$ cat config.mk
export PLATFORM = sky130hd
export DESIGN_NAME = muldiv_seq_ctrl
export DESIGN_NICKNAME = d
export VERILOG_FILES = /design/src/rtl/muldiv_seq_ctrl.sv
export SDC_FILE = /design/constraint.sdc
export NUM_CORES = 1
export LEC_CHECK = 0
export ABC_AREA = 1
export BUFFER_PORTS_ARGS = -buffer_cell sky130_fd_sc_hd__buf_2
export CAP_MARGIN = 10
export CELL_PAD_IN_SITES_DETAIL_PLACEMENT = 0
export CELL_PAD_IN_SITES_GLOBAL_PLACEMENT = 1
export CORE_MARGIN = 2
export CORE_UTILIZATION = 29
export DETAILED_ROUTE_END_ITERATION = 12
export GPL_ROUTABILITY_DRIVEN = 0
export PLACE_DENSITY_LB_ADDON = 0.1
export SYNTH_ARGS = -nofsm -noshare
export SYNTH_HDL_FRONTEND = slang
export SYNTH_SLANG_ARGS = --single-unit
$ cat constraint.sdc
create_clock -name clk -period 4.41 [get_ports clk]
set_input_delay 0.882 -clock clk [delete_from_list [all_inputs] [get_ports clk]]
set_output_delay 0.882 -clock clk [all_outputs]
set_load 0.03 [all_outputs]
$ cat src/rtl/muldiv_seq_ctrl.sv
// HI/LO op sequencer: latches operands, handshakes the iterative divider, times the multiplier.
// Optional DIV_ZERO_FAST_EN: divide-by-zero bypasses the divider with a fixed result.
module muldiv_seq_ctrl #(
  parameter int MUL_LAT     = 2,
  parameter int DIV_TIMEOUT = 48
) (
  input  logic        clk,
  input  logic        rst,
  input  logic        flushE,
  input  logic        stallM,
  input  logic        op_valid,
  input  logic [1:0]  op_code,
  input  logic [31:0] src_a,
  input  logic [31:0] src_b,
  input  logic [63:0] mul_result,
  input  logic        div_ready,
  input  logic [63:0] div_result,
  output logic        div_start,
  output logic        div_signed,
  output logic        div_annul,
  output logic [31:0] op_a,
  output logic [31:0] op_b,
  output logic        stall_o,
  output logic        hilo_we,
  output logic [63:0] hilo_wdata,
  output logic        timeout_err
);
  localparam int CW = $clog2(DIV_TIMEOUT + 1);
  localparam logic [CW-1:0] MUL_END = CW'(MUL_LAT - 1);
  localparam logic [CW-1:0] CNT_MAX = CW'(DIV_TIMEOUT);

  typedef enum logic [1:0] {IDLE, MUL, DIV, DONE} state_t;

  state_t        state, state_nx;
  logic [CW-1:0] cnt;
  logic [63:0]   result;
  logic          accept, is_div, fast_zero, abort, div_to, launch;

  assign accept = (state == IDLE) && op_valid && !flushE;
  assign is_div = op_code[1];
`ifdef DIV_ZERO_FAST_EN
  assign fast_zero = is_div && (src_b == 32'd0);
`else
  assign fast_zero = 1'b0;
`endif
  assign launch = accept && is_div && !fast_zero;

  always_comb begin
    state_nx = state;
    abort    = 1'b0;
    div_to   = 1'b0;
    case (state)
      IDLE: if (accept) state_nx = !is_div ? MUL : (fast_zero ? DONE : DIV);
      MUL: begin
        if (flushE)              state_nx = IDLE;
        else if (cnt == MUL_END) state_nx = DONE;
      end
      DIV: begin
        if (flushE) begin
          state_nx = IDLE;
          abort    = 1'b1;
        end else if (div_ready) begin
          state_nx = DONE;
        end else if (cnt == CNT_MAX) begin
          state_nx = IDLE;
          abort    = 1'b1;
          div_to   = 1'b1;
        end
      end
      DONE: if (flushE || !stallM) state_nx = IDLE;
      default: state_nx = IDLE;
    endcase
  end

  assign stall_o    = accept || (state == MUL) || (state == DIV);
  assign hilo_we    = (state == DONE) && !flushE;
  assign hilo_wdata = result;

  always_ff @(posedge clk or posedge rst) begin
    if (rst) begin
      state       <= IDLE;
      cnt         <= '0;
      op_a        <= '0;
      op_b        <= '0;
      result      <= '0;
      div_start   <= 1'b0;
      div_signed  <= 1'b0;
      div_annul   <= 1'b0;
      timeout_err <= 1'b0;
    end else begin
      state       <= state_nx;
      // Start/annul are registered so the divider sees latched operands with the pulse.
      div_start   <= launch;
      div_signed  <= launch && (op_code == 2'b10);
      div_annul   <= abort;
      timeout_err <= timeout_err | div_to;
      if (accept) begin
        op_a <= src_a;
        op_b <= src_b;
        cnt  <= '0;
      end else if (((state == MUL) || (state == DIV)) && (cnt != CNT_MAX)) begin
        cnt <= cnt + 1'b1;
      end
      if (accept && fast_zero)
        result <= {src_a, 32'hFFFF_FFFF};
      else if ((state == MUL) && (cnt == MUL_END) && !flushE)
        result <= mul_result;
      else if ((state == DIV) && div_ready && !flushE)
        result <= div_result;
    end
  end
endmodule

==> impl_metrics.py, run 1 <==
metrics = {
    "clocking": {
        "cts_buffer_depth": 2,
        "clk_latency_ns": 0.42,
        "hold_buffers": 0,
        "h-tree-depth": 4,
        "cts_setup_buffers": 0,
        "root_buffer": "clkbuf_16",
        "cts_resized": 0,
        "clk_pin_slew_ns": 0.07,
        "cts_buffers": 17,
        "cts_tree": "built",
        "cts.sinks": 140,
    },
    "min_path": {
        "hold_depth": 2,
        "hold_path_class": "flop to flop",
    },
    "layout": {
        "drive_gt1_frac": 0.332,
        "nFillCells": 2413,
        "instances_no_fill": 1466,
        "finalNetCount": 1371,
        "area_growth_pct": 36.0,
    },
    "global_routing": {
        "grt_pass1_vias": 6239,
        "grt_max_degree": 141,
        "track_usage": 0.177,
        "grt_first_pass_wirelength_um": 33800,
        "antenna_found_initial": 6,
        "overflow": 0,
    },
    "route": {
        "routed_wl_um": 21400,
        "drt_pass1_iterations": 4,
        "vias_per_cell": 4.30,
        "drc_errors": 0,
        "vias": 6307,
        "drtAntennaViolNets": 0,
        "drt_iter0_drc": 313,
        "wl_per_cell_um": 14.6,
    },
    "timing": {
        "slew_headroom": 0.268,
        "setup_violations": 0,
        "worst_slew_pin_slew_ns": 1.10,
        "drv_slew": 0,
        "max_freq_ghz": 0.368,
        "rsz0062_at_grt": "no",
        "post-route-period-util": 0.615,
        "fin_crit_ns": 2.71,
        "finalHoldViolations": 0,
        "fin_setup_tns_ns": 0,
        "clock_skew_ns": 0.0128,
    },
    "yosys": {
        "synthCells": 853,
        "synthTopCellsByArea": "dfrtp_1 (53%), nand2_1 (16%), nor2_1 (7.6%)",
        "yosysUniqueCellTypes": 25,
        "synth_compound_area_frac": 0.0541,
        "synth_mux_area_frac": 0,
        "yosys.area_share.simple": 0.312,
        "synth_xor_area_frac": 0.00395,
        "synth_area_sq_um": 6660,
        "yosys_warnings": 0,
        "synth_fa_ha_area_frac": 0.0132,
        "synth_top_family_by_area": "simple AND/OR/NAND/NOR gates",
        "ys_seq_elements": 140,
        "avgSynthCellArea_sq_um": 7.80,
        "synth-seq-area-share": 0.526,
        "yosysTopAreaCellShare": 0.526,
        "synth.largest_area_cell": "dfrtp_1",
        "synth_nets": 1060,
    },
    "placement": {
        "place_hpwl_um": 14200,
        "portBuffers": 333,
        "dp.cells": 1430,
    },
    "floorplanning": {
        "io_pins": 334,
        "die_x_um": 156,
        "dieArea_sq_um": 24200,
        "core_sq_um": 22600,
        "start_util": 0.295,
        "die_y_um": 156,
        "rows": 55,
    },
    "critical_path": {
        "crit_type": "flop to primary output",
        "required_ns": 3.53,
        "crit_path_start_kind": "flop",
        "worstSetupEndpointType": "primary output",
        "worst-path-max-fanout": 13,
        "arrival_ns": 1.83,
        "rr_worst_depth": 9,
    },
    "power_and_ir_drop": {
        "leakage_uw": 0.00521,
        "internal-power_uw": 3610,
        "power_density_nw_per_um2": 773,
        "clockPowerShare": 0.198,
        "seqPwrFrac": 0.317,
        "pwr-share-comb": 0.485,
        "irDropWorstVdd_v": 0.000312,
        "switching_share": 0.485,
        "p_switching_uw": 3390,
    },
    "run_status": {
        "run_status": "finished clean",
    },
    "run": {
        "maxCapViolations": 0,
    },
}
## critical path: stages (launching register included)
cell and delay (ns):
dfrtp_1 0.42, inv_1 0.10, ha_1 0.22, nand3_2 0.31, nand2_1 0.16, buf_2 0.21
## path summary, 6_finish.rpt
path | from | endpoint | slack [ns]
setup / recovery | state[0] | stall_o | 1.70
hold / removal | op_b[30] | op_b[30] | 0.47
setup reg to reg | state[0] | state[1] | 1.96
hold reg to reg | op_b[30] | op_b[30] | 0.47
max in group asynchronous | rst | op_a[2] | 3.14
min in group asynchronous | rst | op_a[27] | 0.71
## layout by cell type (no fill, tap or decap), types with 2 or more instances in the layout
master | netlist | layout
inv_8 | 0 | 3
nand3_4 | 1 | 2
buf_2 | 15 | 333
ha_1 | 7 | 7
nor3_2 | 9 | 9
clkinvlp_4 | 0 | 6
buf_12 | 0 | 2
inv_1 | 80 | 79
o21ai_1 | 18 | 18
diode_2 | 0 | 4
buf_4 | 0 | 5
inv_2 | 2 | 2
nor3_1 | 56 | 56
nor2_1 | 135 | 135
inv_6 | 0 | 6
o21ai_0 | 50 | 50
dfrtp_1 | 140 | 140
nand3_1 | 12 | 10
xor2_1 | 3 | 3
clkbuf_16 | 0 | 17
nand2_1 | 282 | 282
nand4_1 | 3 | 3
## power groups by stage
stage                     Clock (uW)  Combinational (uW)  Sequential (uW)
after CTS                       1440                3440             2230
final                           1390                3390             2220
after global routing            1500                3740             2310
after floorplan                    0                1240             3410
after global placement             0                3440             2240
after detailed placement           0                3440             2230
## state kept, by name (all words and copies together) (netlist names)
signal       cells
div_signed       1
div_annul        1
div_start        1
cnt              6
op_b            32
timeout_err      1
op_a            32
hilo_wdata      64
state            2
## cells in the mapped netlist (all sizes together)
library cell    n
nand2         283
dfrtp         140
nor2          137
inv            82
o21ai          68
nor3           65
buf            34
clkbuf         14
nand3          13
ha              7
nand4           3
xor2            3
a21boi          1
a21oi           1
o21bai          1
or2             1
## stage by stage
| step | total power (uW) | utilization | hold slack (ns) | setup slack [ns] | instance area [sq um] |
|---|---|---|---|---|---|
| 2_1_floorplan | 4650 | - | 0.499 | 1.78 | 6660 |
| 3_3_place_gp | 5680 | 0.376 | 0.458 | 1.63 | 8480 |
| 3_5_place_dp | 5670 | 0.376 | 0.461 | 1.65 | 8480 |
| 4_1_cts | 7100 | 0.401 | 0.479 | 1.64 | 9050 |
| 5_1_grt | 7550 | 0.401 | 0.494 | 1.55 | 9050 |
| 6_report | 7000 | 0.401 | 0.473 | 1.70 | 9060 |
## area by class of cell
class                           instances  area (sq um)  share of cell area
Antenna cell                            4          10.0             0.00111
Clock buffer                           18           439              0.0485
Clock inverter                         14           124              0.0137
Inverter                               82           312              0.0344
Multi-Input combinational cell        583          2570               0.284
Sequential cell                       140          3500               0.387
Tap cell                              285           357              0.0394
Timing Repair Buffer                  340          1740               0.193
## layer usage
layer,GRT usage,part of all wire,vias up
met5,0,0.0014,-
li1,-,-,3254
met3,0.0641,0.087,25
met2,0.277,0.45,240
met4,0.0537,0.018,4
met1,0.230,0.45,2784
## logic make-up (layout without fill, tap and decap cells)
family                     Yosys count  in the layout
other                                0              4
DFF                                140            140
and+or+nand+nor                    502            502
xor gates and xnor gates             3              3
adders and majority gates            7              7
buffers and inverters              130            454
AOI/OAI and AO/OA                   71             71
No activity file was read; power rests on OpenSTA's default activity.
==> inputs of run 2 (changes only) <==
- ABC_AREA: 1 -> 0
- CORE_UTILIZATION: 29 -> 30
- clock period: 4.41 -> 2.3 ns (I/O delays scaled with it)
==> impl_metrics.py, run 2 <==
metrics = {
    "run_status": {
        "run_status": "finished clean",
    },
    "route": {
        "drt_pass1_iterations": 4,
        "routed_wl_um": 17100,
        "drtAntennaViolNets": 0,
        "vias_per_cell": 4.47,
        "wl_per_cell_um": 15.6,
        "vias": 4902,
        "drt_iter0_drc": 179,
        "drc_errors": 0,
    },
    "clocking": {
        "cts_buffers": 17,
        "cts.sinks": 140,
        "cts_tree": "built",
        "clk_pin_slew_ns": 0.06,
        "hold_buffers": 0,
        "h-tree-depth": 4,
        "root_buffer": "clkbuf_16",
        "clk_latency_ns": 0.41,
        "cts_buffer_depth": 2,
    },
    "global_routing": {
        "track_usage": 0.165,
        "grt_first_pass_wirelength_um": 27600,
        "overflow": 0,
        "grt_pass1_vias": 5163,
        "antenna_found_initial": 3,
        "grt_max_degree": 129,
    },
    "layout": {
        "drive_gt1_frac": 0.527,
        "largest_register_ffs": 64,
        "area_growth_pct": 43.1,
        "layout_commonest_cell": "buf_2",
        "nFillCells": 1927,
        "instances_no_fill": 1096,
        "finalNetCount": 1023,
        "layout_common_cells": "buf_2 (333), dfrtp_1 (140), nor2_1 (72)",
    },
    "timing": {
        "worst_slew_pin_slew_ns": 0.716,
        "post-route-period-util": 0.961,
        "finalHoldViolations": 0,
        "setup_slack_ns": 0.0889,
        "fin_crit_ns": 2.21,
        "hold-worst-slack_ns": 0.153,
        "max_freq_ghz": 0.452,
        "setup_violations": 0,
        "fin_setup_tns_ns": 0,
        "drv_slew": 0,
        "slew_headroom": 0.522,
        "clock_skew_ns": 0.0113,
        "rsz0062_at_grt": "no",
    },
    "yosys": {
        "synth_top_cells_by_count": "dfrtp_1 (140), nor2_1 (72), a21oi_1 (67), mux2i_1 (65), mux2_2 (59)",
        "synth_area_sq_um": 6000,
        "synthCells": 485,
        "yosys_warnings": 0,
        "async_flop_share": 1.00,
        "synth_fa_ha_area_frac": 0.0146,
        "synth-edff-count": 0,
        "synth.largest_area_cell": "dfrtp_1",
        "synth_mux_area_frac": 0.229,
        "yosysUniqueCellTypes": 34,
        "yosysMostFrequentCell": "dfrtp_1",
        "avgSynthCellArea_sq_um": 12.4,
        "ys_seq_elements": 140,
        "synth_nets": 692,
        "yosys.area_share.simple": 0.0693,
        "synth_compound_area_frac": 0.0684,
        "yosysTopAreaCellShare": 0.584,
        "synthTopCellsByArea": "dfrtp_1 (58%), mux2_2 (11%), mux2i_1 (11%)",
        "synth_xor_area_frac": 0.00438,
        "ys.flop_type": "dfrtp_1",
        "synth-seq-area-share": 0.584,
        "synth_top_family_by_area": "multiplexers",
    },
    "placement": {
        "dp.cells": 1061,
        "place_hpwl_um": 12500,
        "portBuffers": 333,
        "pre_cts_ws_ns": 0.462,
    },
    "power_and_ir_drop": {
        "leakage_uw": 0.00464,
        "pwr-share-comb": 0.461,
        "irDropWorstVdd_v": 0.000701,
        "clockPowerShare": 0.217,
        "internal-power_uw": 7610,
        "p_switching_uw": 5760,
        "seqPwrFrac": 0.322,
        "switching_share": 0.431,
        "power_density_nw_per_um2": 1560,
    },
    "floorplanning": {
        "dieArea_sq_um": 21100,
        "core_sq_um": 19500,
        "die_x_um": 145,
        "start_util": 0.307,
        "rows": 51,
        "die_y_um": 145,
        "io_pins": 334,
    },
    "critical_path": {
        "rr_worst_depth": 7,
        "arrival_ns": 1.75,
        "worst-path-max-fanout": 5,
        "crit_path_start_kind": "flop",
        "worstSetupEndpointType": "primary output",
        "cp-endpoint": "stall_o",
        "r2r_slack_ns": 0.39,
        "crit_type": "flop to primary output",
        "required_ns": 1.84,
        "reg2reg_to": "hilo_wdata[50]",
        "r2r-start": "state[1]",
        "crit_start": "state[0]",
    },
    "run": {
        "maxCapViolations": 0,
    },
    "min_path": {
        "hold_path_class": "input port to asynchronous set/reset pin",
    },
}
-- run 2: repair_timing --
| item | in CTS | in global routing |
|---|---|---|
| gates resized for setup | 0 | 1 |
| endpoints found under the hold margin | 0 | 0 |
| setup buffers | 0 | 1 |
| setup endpoints to repair | 0 | 1 |
-- run 2: cells by family (layout without fill, tap and decap cells) --
kind of cell | count (synthesis) | in the layout
buffers and inverters | 36 | 380
adders and majority gates | 7 | 7
AOI/OAI and AO/OA | 76 | 76
and+or+nand+nor | 94 | 94
muxes | 129 | 129
DFF | 140 | 140
other | 0 | 2
xor gates and xnor gates | 3 | 3
-- run 2: critical path, stage by stage, from the launching register on --
cell     delay (ns)
dfrtp_1        0.40
inv_1          0.08
ha_2           0.21
inv_1          0.09
nor2_4         0.06
or3_1          0.31
buf_2          0.19
-- run 2: power groups by stage --
stage / registers, uW / logic, uW / clock network, uW
finish: 4310 / 6160 / 2900
global route: 4490 / 6590 / 3110
CTS: 4320 / 6230 / 2990
detailed placement: 4340 / 6240 / 0
global placement: 4300 / 6170 / 0
floorplan: 6680 / 1950 / 0
-- run 2: how the worst min path moves through the flow --
stage                  end  slack (ns)
2_1_floorplan     state[1]        0.52
4_1_cts         div_signed        0.17
6_report            cnt[2]        0.15
3_5_place_dp   timeout_err        0.46
5_1_grt         div_signed        0.18
3_3_place_gp   timeout_err        0.46
-- run 2: stage by stage --
| step | power [uW] | utilization | cell area, sq um |
|---|---|---|---|
| floorplan | 8630 | - | 6000 |
| global placement | 10500 | 0.407 | 7940 |
| detailed placement | 10600 | 0.407 | 7940 |
| CTS | 13500 | 0.439 | 8570 |
| global route | 14200 | 0.439 | 8580 |
| finish | 13400 | 0.439 | 8580 |
-- run 2: per-layer routing --
metal | share of wire | wire length (um) | GRT usage
met5 | 0.00076 | 13 | 0
met4 | 0.018 | 303 | 0.0593
met3 | 0.10 | 1710 | 0.0715
met2 | 0.49 | 8310 | 0.279
met1 | 0.40 | 6770 | 0.186
-- run 2: final cells by class --
class                           instances  area, sq um  share of cell area
Multi-Input combinational cell        309         2310               0.270
Timing Repair Buffer                  340         1770               0.206
Clock inverter                         14          185              0.0216
Tap cell                              265          332              0.0386
Sequential cell                       140         3500               0.408
Antenna cell                            2         5.00            0.000583
Clock buffer                           18          439              0.0512
Inverter                                8         33.8             0.00394
==> inputs of run 3 (changes only) <==
- CORE_MARGIN: 2 -> default
==> impl_metrics.py, run 3 (synthesized netlist as in run 2, its figures left out) <==
metrics = {
    "run_status": {
        "run_status": "finished clean",
    },
    "layout": {
        "finalNetCount": 1024,
        "layout_commonest_cell": "buf_2",
        "area_growth_pct": 42.8,
        "largest_register_ffs": 64,
        "regArea_sq_um": 3500,
        "multi_input_comb_area_sq_um": 2310,
        "post-route-cell-area_sq_um": 8560,
        "layout_common_cells": "buf_2 (333), dfrtp_1 (140), nor2_1 (72)",
        "drive_gt1_frac": 0.528,
        "nFillCells": 1906,
    },
    "min_path": {
        "hp-start": "op_code[0]",
        "hold_path_class": "input port to flop",
        "hold_end": "div_signed",
        "hold_depth": 2,
    },
    "global_routing": {
        "track_usage": 0.164,
        "grt_util_met1": 0.178,
        "use_met3": 0.0733,
        "antenna_found_initial": 3,
        "grt_busiest_layer": "met2",
        "grtUsageMet2": 0.281,
        "grt_first_pass_wirelength_um": 25300,
        "grt_max_degree": 129,
        "grt_pass1_vias": 4755,
        "overflow": 0,
    },
    "power_and_ir_drop": {
        "irDropWorstVdd_v": 0.000726,
        "pwr-share-comb": 0.466,
        "switching_share": 0.442,
        "leakage_uw": 0.00463,
        "seqPwrFrac": 0.325,
        "p_switching_uw": 5880,
        "clockPowerShare": 0.209,
        "power_density_nw_per_um2": 1550,
        "internal-power_uw": 7410,
    },
    "floorplanning": {
        "core_sq_um": 19500,
        "dieArea_sq_um": 20600,
        "die_y_um": 143,
        "rows": 51,
        "io_pins": 334,
        "die_x_um": 143,
        "start_util": 0.307,
    },
    "critical_path": {
        "rr_worst_depth": 6,
        "required_ns": 1.84,
        "r2r_slack_ns": 0.42,
        "worstSetupEndpointType": "primary output",
        "reg2reg_to": "hilo_wdata[59]",
        "crit_path_start_kind": "flop",
        "r2r-start": "state[1]",
        "arrival_ns": 1.73,
        "crit_type": "flop to primary output",
        "worst-path-max-fanout": 4,
    },
    "route": {
        "wl_per_cell_um": 15.6,
        "vias": 4909,
        "vias_per_cell": 4.46,
        "routed_wl_um": 17100,
        "drtAntennaViolNets": 0,
        "drt_iter0_drc": 125,
        "drc_errors": 0,
        "drt_pass1_iterations": 4,
    },
    "clocking": {
        "cts.sinks": 140,
        "h-tree-depth": 4,
        "clk_pin_slew_ns": 0.06,
        "cts_buffers": 17,
        "clk_latency_ns": 0.42,
        "cts_buffer_depth": 2,
        "hold_buffers": 0,
        "cts_tree": "built",
        "root_buffer": "clkbuf_16",
    },
    "placement": {
        "portBuffers": 333,
        "placed_area_sq_um": 7930,
        "place_hpwl_um": 12400,
    },
    "timing": {
        "worst_slew_pin_slew_ns": 0.601,
        "fin_setup_tns_ns": 0,
        "post-route-period-util": 0.952,
        "slew_headroom": 0.600,
        "clock_skew_ns": 0.00999,
        "rsz0062_at_grt": "no",
        "setup_violations": 0,
        "max_freq_ghz": 0.457,
        "fin_crit_ns": 2.19,
        "finalHoldViolations": 0,
        "drv_slew": 0,
    },
    "run": {
        "maxCapViolations": 0,
    },
}
==> run 3: cell count changes in the layout (fill, tap and decap cells not counted), sizes merged <==
cell,delta
buf,+1
clkinvlp,+1
bufinv,-2
diode,+3
clkinv,-6
clkbuf,-1
inv,+8
==> run 3: what timing repair did <==
item                       4_1_cts  5_1_grt
setup endpoints to repair        1        1
resized for setup                0        1
pin swaps                        0        0
gates cloned                     0        0
buffers inserted                 1        2
==> run 3: worst max path at each step <==
stage	start	end
after detailed placement	state[0]	op_a[10]
final	state[1]	stall_o
after global routing	state[1]	stall_o
after CTS	state[1]	stall_o
after floorplan	rst	cnt[0]
after global placement	state[0]	stall_o
==> run 3: worst max-delay path, cell delays in order (launching register included) <==
cell and delay [ns]:
dfrtp_1 0.40, buf_4 0.15, ha_1 0.21, or3_1 0.36, buf_2 0.19
==> run 3: layout make-up <==
| type | count | area share |
|---|---|---|
| antenna | 5 | 0.00146 |
| clock buffer | 17 | 0.0497 |
| inverter | 8 | 0.00395 |
| timing repair buffer | 341 | 0.208 |
| clock inverter | 15 | 0.0191 |
| tap | 265 | 0.0387 |
| sequential | 140 | 0.409 |
| multi-input combinational | 309 | 0.270 |
==> run 3: metrics by stage <==
step                      utilization  hold slack, ns  std cells  power [uW]  worst slack (ns)
after detailed placement        0.406           0.467       1060       10600             0.437
final                           0.438           0.179       1100       13300             0.110
after global placement          0.406           0.457       1060       10500             0.494
after global routing            0.438           0.163       1097       14100            0.0179
after floorplan                     -           0.516        485        8630            0.0909
after CTS                       0.437           0.156       1093       13500            0.0127
==> run 3: power by group through the flow <==
stage | Combinational [uW] | Sequential (uW) | Clock, uW
finish | 6200 | 4310 | 2780
floorplan | 1950 | 6680 | 0
detailed placement | 6240 | 4350 | 0
global route | 6630 | 4480 | 2970
global placement | 6170 | 4300 | 0
CTS | 6260 | 4330 | 2870
==> run 3: layer usage <==
metal	up-vias	share of wire	routed length, um
met5	-	0.00076	13
met3	16	0.10	1730
met4	2	0.011	193
li1	2358	-	-
met2	216	0.51	8670
met1	2317	0.38	6530
